File: src/rtl/niox_bd_seq.sv
// rtl/niox_bd_seq.sv - autonomous command sequencer for the niox bd port
// Optional watchdog abort of stalled wait states: define NIOX_BD_TIMEOUT_EN.
module niox_bd_seq #(
  parameter int WORDS   = 256,
  parameter int TIMEOUT = 65535
) (
  input  logic        clk,
  input  logic        reset_n,
  input  logic [1:0]  req_cmd,
  input  logic [23:0] req_addr,
  input  logic        req_start,
  output logic        req_busy,
  output logic        req_done,
  output logic        req_err,
  output logic [15:0] rd_word,
  output logic        rd_strobe,
  input  logic [15:0] wr_word,
  input  logic        wr_valid,
  output logic        wr_ack,
  output logic [1:0]  bd_cmd,
  output logic        bd_start,
  input  logic        bd_bsy,
  input  logic        bd_rdy,
  input  logic        bd_err,
  output logic [23:0] bd_addr,
  input  logic [15:0] bd_data_in,
  output logic [15:0] bd_data_out,
  output logic        bd_rd,
  output logic        bd_wr,
  input  logic        bd_iordy
);

  localparam int CW = $clog2(WORDS) + 1;

  typedef enum logic [3:0] {
    S_IDLE, S_START, S_WAIT_BSY, S_RD_WAIT, S_RD_STB, S_RD_CAP,
    S_WR_WAIT, S_WR_STB, S_FIN_WAIT, S_DONE
  } state_t;

  state_t        state_q;
  logic [CW-1:0] cnt_q;
  logic          busy_q, done_q, err_q, rd_stb_q;
  logic          bd_start_q, bd_rd_q, bd_wr_q;
  logic [1:0]    cmd_q;
  logic [23:0]   addr_q;
  logic [15:0]   rd_word_q, wr_data_q;
  logic          wd_hit, last_word, abort;

`ifdef NIOX_BD_TIMEOUT_EN
  localparam int WW = $clog2(TIMEOUT + 1);
  logic [WW-1:0] wd_q;
  logic          in_wait;

  assign in_wait = state_q inside {S_START, S_RD_WAIT, S_WR_WAIT, S_FIN_WAIT};

  // Every path into a wait state passes through a non-wait state, so
  // clearing outside wait states restarts the count on each state change.
  always_ff @(posedge clk or negedge reset_n) begin
    if (!reset_n) begin
      wd_q <= '0;
    end else if (in_wait) begin
      wd_q <= wd_q + 1'b1;
    end else begin
      wd_q <= '0;
    end
  end

  assign wd_hit = in_wait && (wd_q == WW'(TIMEOUT - 1));
`else
  assign wd_hit = 1'b0 & (TIMEOUT != 0);
`endif

  assign last_word = (cnt_q == CW'(WORDS - 1));
  assign abort     = (state_q != S_IDLE) && (state_q != S_DONE) && (bd_err || wd_hit);
  assign wr_ack    = (state_q == S_WR_WAIT) && wr_valid && bd_iordy && !abort;

  always_ff @(posedge clk or negedge reset_n) begin
    if (!reset_n) begin
      state_q    <= S_IDLE;
      cnt_q      <= '0;
      busy_q     <= 1'b0;
      done_q     <= 1'b0;
      err_q      <= 1'b0;
      rd_stb_q   <= 1'b0;
      bd_start_q <= 1'b0;
      bd_rd_q    <= 1'b0;
      bd_wr_q    <= 1'b0;
      cmd_q      <= 2'd0;
      addr_q     <= 24'd0;
      rd_word_q  <= 16'd0;
      wr_data_q  <= 16'd0;
    end else begin
      done_q   <= 1'b0;
      rd_stb_q <= 1'b0;
      bd_rd_q  <= 1'b0;
      bd_wr_q  <= 1'b0;
      if (abort) begin
        // bd_err outranks iordy/rdy; partial word count is simply abandoned
        err_q      <= 1'b1;
        bd_start_q <= 1'b0;
        done_q     <= 1'b1;
        state_q    <= S_DONE;
      end else begin
        case (state_q)
          S_IDLE: begin
            if (req_start) begin
              cmd_q      <= req_cmd;
              addr_q     <= req_addr;
              cnt_q      <= '0;
              err_q      <= 1'b0;
              busy_q     <= 1'b1;
              bd_start_q <= 1'b1;
              state_q    <= S_START;
            end
          end
          S_START: begin
            if (bd_bsy) begin
              bd_start_q <= 1'b0;
              state_q    <= S_WAIT_BSY;
            end
          end
          S_WAIT_BSY: begin
            case (cmd_q)
              2'd1:    state_q <= S_RD_WAIT;
              2'd2:    state_q <= S_WR_WAIT;
              default: state_q <= S_FIN_WAIT;
            endcase
          end
          S_RD_WAIT: begin
            if (bd_iordy) begin
              bd_rd_q <= 1'b1;
              state_q <= S_RD_STB;
            end
          end
          S_RD_STB: state_q <= S_RD_CAP;
          S_RD_CAP: begin
            rd_word_q <= bd_data_in;
            rd_stb_q  <= 1'b1;
            cnt_q     <= cnt_q + 1'b1;
            state_q   <= last_word ? S_FIN_WAIT : S_RD_WAIT;
          end
          S_WR_WAIT: begin
            if (wr_valid && bd_iordy) begin
              wr_data_q <= wr_word;
              bd_wr_q   <= 1'b1;
              state_q   <= S_WR_STB;
            end
          end
          S_WR_STB: begin
            cnt_q   <= cnt_q + 1'b1;
            state_q <= last_word ? S_FIN_WAIT : S_WR_WAIT;
          end
          S_FIN_WAIT: begin
            if (!bd_bsy && bd_rdy) begin
              done_q  <= 1'b1;
              state_q <= S_DONE;
            end
          end
          S_DONE: begin
            busy_q  <= 1'b0;
            state_q <= S_IDLE;
          end
          default: state_q <= S_IDLE;
        endcase
      end
    end
  end

  assign req_busy    = busy_q;
  assign req_done    = done_q;
  assign req_err     = err_q;
  assign rd_word     = rd_word_q;
  assign rd_strobe   = rd_stb_q;
  assign bd_cmd      = cmd_q;
  assign bd_start    = bd_start_q;
  assign bd_addr     = addr_q;
  assign bd_data_out = wr_data_q;
  assign bd_rd       = bd_rd_q;
  assign bd_wr       = bd_wr_q;

endmodule

File: config.mk
export PLATFORM = sky130hd
export DESIGN_NAME = niox_bd_seq
export DESIGN_NICKNAME = d
export VERILOG_FILES = /design/src/rtl/niox_bd_seq.sv
export SDC_FILE = /design/constraint.sdc
export NUM_CORES = 1
export LEC_CHECK = 0
export ABC_AREA = 1
export CAP_MARGIN = 20
export CORE_MARGIN = 1
export CORE_UTILIZATION = 47
export CTS_CLUSTER_DIAMETER = 60
export CTS_CLUSTER_SIZE = 25
export DETAILED_ROUTE_END_ITERATION = 10
export MAX_ROUTING_LAYER = met4
export PLACE_DENSITY = 0.89
export SETUP_SLACK_MARGIN = 0.15
export SYNTH_ARGS = -nofsm -noshare
export SYNTH_HDL_FRONTEND = slang
export SYNTH_SLANG_ARGS = --single-unit
File: constraint.sdc
create_clock -name clk -period 3.6 [get_ports clk]
set_input_delay 0.9 -clock clk [delete_from_list [all_inputs] [get_ports clk]]
set_output_delay 0.9 -clock clk [all_outputs]
set_load 0.05 [all_outputs]
==> impl_metrics.csv, run 1 <==
group,metric,value,unit
sta,slew_headroom,37.4,%
global_route,busiest_layer,"met2",
synthesis,ys_warn_count,0,
global_route,met1_usage,29.9,%
synthesis,ys_async_sr_fraction,100,%
floorplan,initial_core_util,49.4,%
clock_network,clock_sinks,78,
synthesis,synth_cell_types,30,
place,dp_hpwl,5.86,mm
sta,finalCritPeriodShare,86.4,%
route,wl_per_cell,12.4,um
cells_and_area,final.fill_count,567,
critical_path,startpoint_type,"primary input",
synthesis,avgSynthCellArea,8.42,sq um
cells_and_area,design_area,4970,sq um
sta,final-hold-violation-count,0,
sta,clock_skew,0.0123,ns
place,io_buffer_count,131,
run_status,outcome,"finished, final reports clean",
critical_path,worstPathArrival,2.21,ns
floorplan,coreArea,6910,sq um
cells_and_area,syn2layout_area_growth,45.7,%
global_route,grtUsageTotal,22.9,%
synthesis,ys.flop_type,"dfrtp_1",
floorplan,die-area,7600,sq um
global_route,grt_pass1_wl,13.1,mm
sta,period_needed,3.11,ns
pwr,p_leak,2.48,nW
route,drt-total-wl,7.93,mm
sta,max_freq,322,MHz
clock_network,numCtsBuffers,9,
clock_network,hold_buffers,0,
global_route,antenna_found_initial,0,
clock_network,worstSkewPairLatency,0.34,ns
cells_and_area,multi_input_area,1280,sq um
sta,setup_tns,0,ns
synthesis,synth_top_area_share,57.2,%
sta,slew_violations,0,
cells_and_area,seq_area,1950,sq um
floorplan,num_rows,30,
clock_network,cts_tree,"yes",
clock_network,cts-root-buf,"clkbuf_8",
sta,setup_violations,0,
route,vias,3071,
clock_network,cts_resized,0,
sta,worstMarginPinSlew,0.938,ns
synthesis,syn_area,3410,sq um
route,viasPerCell,4.81,
global_route,met3_usage,5.12,%
pwr,powerDensity,813,nW/um^2
synthesis,synth_edf_count,0,
floorplan,die_y,87.2,um
synthesis,syn-num-nets,475,
place,place_area,4790,sq um
clock_network,htree_levels,3,
route,drcViolationCount,0,
critical_path,worst_setup_path_end_kind,"primary output",
synthesis,yosysTopAreaCell,"dfrtp_1",
run,drv_cap,0,
clock_network,cts_buffer_depth,2,
critical_path,crit_required,2.70,ns
synthesis,ys_seq_area_share,57.2,%
floorplan,io_pins,132,
clock_network,clkTransAtPathRegs,0.07,ns
clock_network,post_cts_buffers,0,
pwr,power,4.04,mW
route,first_pass_iters,4,
cells_and_area,layout-drive-gt1-share,6.46,%
min_path,hp-class,"flip-flop to flip-flop",
pwr,vdd_drop_max,0.000576,V
synthesis,syn_inst,405,
synthesis,ys_top_cells_by_area,"dfrtp_1, nand2_1, nand3_1",
critical_path,path_class,"primary input to primary output",
synthesis,ys_seq_elements,78,
critical_path,worst-path-max-fanout,18,
cells_and_area,nets,607,
route,ant_nets,0,
floorplan,die_w,87.2,um
place,gp_congestion,0.923,
global_route,grt_max_degree,79,
global_route,overflow,0,
cells_and_area,antennaDiodeCount,0,
sta,rsz0062_at_grt,"false",
global_route,use_met2,36.1,%
route,drtIter0Drc,216,
global_route,grt_pass1_vias,2956,
routing by layer:
layer / up-vias / part of all wire, %
met5: - / 0
met4: 0 / 0.85
met3: 8 / 7.6
met2: 132 / 47
met1: 1420 / 44
li1: 1511 / -
critical path, stage by stage:
cell             delay (ns)
clkdlybuf4s50_1        0.50
nand2_1                0.12
nor2_2                 0.17
nand2_4                0.16
inv_4                  0.19
buf_12                 0.16
cell usage in the layout, fill, tap and decap left out, types with 2 or more instances in the layout:
cell type / instances
a21oi_1: 2
buf_4: 3
clkbuf_8: 9
clkdlybuf4s50_1: 129
clkinv_2: 2
dfrtp_1: 78
ha_1: 4
inv_1: 23
inv_2: 2
inv_4: 2
inv_6: 2
nand2_1: 213
nand2_4: 2
nand3_1: 19
nand3b_1: 2
nand4_1: 7
nor2_1: 10
nor2_2: 2
nor2_4: 3
nor3_1: 2
o21ai_0: 9
o21ai_1: 3
xor2_1: 2
flip-flops by register name, summed over array words and instances (netlist names):
| name | flops |
|---|---|
| rd_strobe | 1 |
| req_busy | 1 |
| bd_data_out | 16 |
| bd_rd | 1 |
| cnt_q | 9 |
| bd_cmd | 2 |
| bd_wr | 1 |
| bd_addr | 24 |
| state_q | 4 |
| req_err | 1 |
| rd_word | 16 |
| req_done | 1 |
| bd_start | 1 |
stage by stage:
stage	hold slack, ns	cells	util (%)	worst slack [ns]
detailed placement	0.464	622	69.3	0.495
global placement	0.460	622	69.3	0.537
finish	0.481	638	71.9	0.491
floorplan	0.449	405	-	1.22
CTS	0.486	638	71.9	0.488
global route	0.508	638	71.9	0.388
power by group:
part | internal [mW] | switching (mW)
clock network | 0.259 | 0.335
registers | 1.16 | 0.189
logic | 0.687 | 1.41
path summary, 6_finish.rpt:
check,cells after the start,slack [ns],startpoint,to
setup / recovery,6,0.49,bd_iordy,wr_ack
hold / removal,2,0.48,cnt_q[7],cnt_q[7]
setup reg to reg,7,1.55,state_q[2],bd_addr[2]
hold reg to reg,2,0.48,cnt_q[7],cnt_q[7]
max in group asynchronous,1,2.28,reset_n,bd_addr[17]
min in group asynchronous,1,0.70,reset_n,req_err
synthesized netlist by cell type (all sizes together) (2+ instances only):
master / number
nand2: 216
dfrtp: 78
inv: 27
nand3: 21
nor2: 15
o21ai: 12
buf: 10
nand4: 7
ha: 4
a21oi: 2
clkbuf: 2
nand3b: 2
nor3: 2
xor2: 2
cell families (layout without fill, tap and decap cells):
logic type,after synthesis,after routing,share of synthesized area [%]
AO/OA/AOI/OAI,16,16,2.46
XOR/XNOR,3,3,0.771
adder cells (fa/ha/maj),4,4,1.47
buffers and inverters,39,176,5.32
flip-flops,78,78,57.2
AND/OR/NAND/NOR,265,265,32.7
cell type report:
class                      count  area share, %
sequential                    78           39.3
timing repair buffer         133           26.9
multi-input combinational    288           25.7
clock buffer                   9           2.49
tap                           96           2.42
inverter                      27           2.14
clock inverter                 7           1.11
(Power assumes the default switching activity.)
==> run 2, diff against run 1 <==
--- a/config.mk
+++ b/config.mk
@@ -8,13 +8,15 @@
 export ABC_AREA = 1
 export CAP_MARGIN = 20
 export CORE_MARGIN = 1
-export CORE_UTILIZATION = 47
+export CORE_UTILIZATION = 50
 export CTS_CLUSTER_DIAMETER = 60
 export CTS_CLUSTER_SIZE = 25
 export DETAILED_ROUTE_END_ITERATION = 10
+export DONT_BUFFER_PORTS = 1
 export MAX_ROUTING_LAYER = met4
-export PLACE_DENSITY = 0.89
+export PLACE_DENSITY = 0.69
 export SETUP_SLACK_MARGIN = 0.15
+export SKIP_LAST_GASP = 1
 export SYNTH_ARGS = -nofsm -noshare
 export SYNTH_HDL_FRONTEND = slang
 export SYNTH_SLANG_ARGS = --single-unit
==> run 2 against run 1 <==
Against the previous run: the run now ends with design-rule violations left; hold slack lost 0.24 ns; clock power increased by 8.2%; cell count decreased by 24%.
==> impl_metrics.csv, run 2 (synthesized netlist as in run 1, its figures left out) <==
group,metric,value,unit
place,io_buffer_count,0,
global_route,grt_pass1_wl,11.8,mm
pwr,combPwrFrac,18.6,%
global_route,met3_usage,4.33,%
floorplan,die_w,84.6,um
clock_network,cts_tree,"yes",
sta,slew_headroom,45.3,%
clock_network,cts_buffer_depth,2,
clock_network,clkTransAtPathRegs,0.08,ns
sta,finalCritPeriodShare,78.7,%
pwr,power,3.52,mW
global_route,antenna_found_initial,0,
floorplan,initial_core_util,52.8,%
clock_network,post_cts_buffers,0,
global_route,busiest_layer,"met2",
place,gp_congestion,0.815,
floorplan,die-area,7150,sq um
cells_and_area,nets,475,
sta,period_needed,2.83,ns
critical_path,worst_setup_path_end_kind,"primary output",
route,wl_per_cell,14.8,um
floorplan,die_y,84.6,um
sta,holdWs,0.237,ns
run_status,outcome,"complete, but fails checks",
pwr,p_int,1.70,mW
global_route,use_met2,33.4,%
cells_and_area,syn2layout_area_growth,6.35,%
clock_network,hold_buffers,0,
clock_network,cts-root-buf,"clkbuf_8",
cells_and_area,layout.cells.most_common,"nand2_1",
critical_path,cpMaxStageDelayCell,"dfrtp_1",
global_route,grtUsageTotal,22.0,%
global_route,overflow,0,
route,drcViolationCount,3,
cells_and_area,layout-drive-gt1-share,7.33,%
global_route,grt_pass1_vias,2459,
min_path,hp-class,"primary input to asynchronous set/reset pin",
global_route,grt_max_degree,79,
critical_path,crit_required,2.70,ns
place,place_area,3440,sq um
critical_path,slowest_delay,0.49,ns
pwr,p_sw,1.82,mW
sta,setup_violations,0,
run,drv_cap,0,
route,drtIter0Drc,176,
critical_path,r2r_cells,4,
sta,final-hold-violation-count,0,
pwr,pwr-share-seq,63.2,%
route,viasPerCell,5.22,
clock_network,cts_resized,0,
sta,worstMarginPinSlew,0.820,ns
cells_and_area,largest_reg_flops,24,
run_status,failed_checks,"design-rule violations",
pwr,p_clk_share,18.3,%
pwr,switching_share,51.7,%
route,first_pass_iters,9,
pwr,p_leak,1.98,nW
cells_and_area,design_area,3630,sq um
critical_path,crit_path_cell_trace,"nor2_2, nand2_1, nand3_4, nand2_4, inv_4",
sta,rsz0062_at_grt,"false",
clock_network,worstSkewPairLatency,0.35,ns
critical_path,startpoint_type,"flip-flop",
critical_path,worstPathArrival,1.93,ns
place,dp_hpwl,4.98,mm
floorplan,io_pins,132,
sta,slew_violations,0,
clock_network,htree_levels,3,
critical_path,worst-path-max-fanout,18,
sta,clock_skew,0.0111,ns
route,vias,2535,
cells_and_area,layout_common_cells,"nand2_1, dfrtp_1, inv_1",
clock_network,numCtsBuffers,9,
pwr,vdd_drop_max,0.000584,V
sta,max_freq,353,MHz
floorplan,num_rows,29,
pwr,powerDensity,972,nW/um^2
route,drt-total-wl,7.18,mm
sta,setup_tns,0,ns
clock_network,clock_sinks,78,
route,ant_nets,0,
critical_path,path_class,"flip-flop to primary output",
cells_and_area,antennaDiodeCount,0,
floorplan,coreArea,6460,sq um
global_route,met1_usage,28.5,%
[run 2: changes by cell type in the layout (fill, tap and decap cells not counted), sizes merged]
cell,change
inv,-2
buf,-3
clkbuf,+1
bufinv,+1
clkdlybuf4s50,-129
clkinv,-1
[run 2: metal layers]
layer | vias to the layer above | part of all wire (%) | wire, um
met5 | - | 0 | 0
li1 | 1248 | - | -
met1 | 1177 | 44 | 3160
met3 | 16 | 6.7 | 480
met4 | 0 | 1.9 | 138
met2 | 94 | 47 | 3400
[run 2: through the flow]
stage,cells,utilization [%],setup WS (ns)
floorplan,405,-,1.22
global placement,471,53.2,1.08
detailed placement,471,53.2,1.06
CTS,486,56.1,0.743
global route,486,56.1,0.636
finish,486,56.1,0.766
[run 2: cell type report]
cell class / count / area [sq um]
fillers: 579 / 2830
flip-flops and latches: 78 / 1950
multi-input cells: 288 / 1280
clock buffers: 10 / 128
inverters: 27 / 106
well taps: 77 / 96.3
clock inverters: 5 / 60.1
repair buffers: 1 / 7.51
[run 2: worst max-delay path, delay by kind of cell (launching register included)]
kind	cells	cell delay, ns
DFF	1	0.49
and+or+nand+nor	4	0.81
buffers and inverters	1	0.28
[run 2: final timing paths]
path | from | end | slack, ns
setup / recovery | state_q[1] | wr_ack | 0.77
min in group clk | cnt_q[7] | cnt_q[7] | 0.48
hold / removal | reset_n | bd_rd | 0.24
hold reg to reg | cnt_q[7] | cnt_q[7] | 0.48
max in group asynchronous | reset_n | req_err | 3.22
setup reg to reg | state_q[1] | bd_cmd[0] | 1.19
[run 2: power by group through the flow]
| stage | registers (mW) | logic [mW] | clock network (mW) |
|---|---|---|---|
| finish | 2.23 | 0.655 | 0.643 |
| global placement | 2.24 | 0.633 | 0 |
| floorplan | 2.17 | 0.559 | 0 |
| global route | 2.26 | 0.772 | 0.691 |
| detailed placement | 2.24 | 0.667 | 0 |
| CTS | 2.23 | 0.661 | 0.654 |
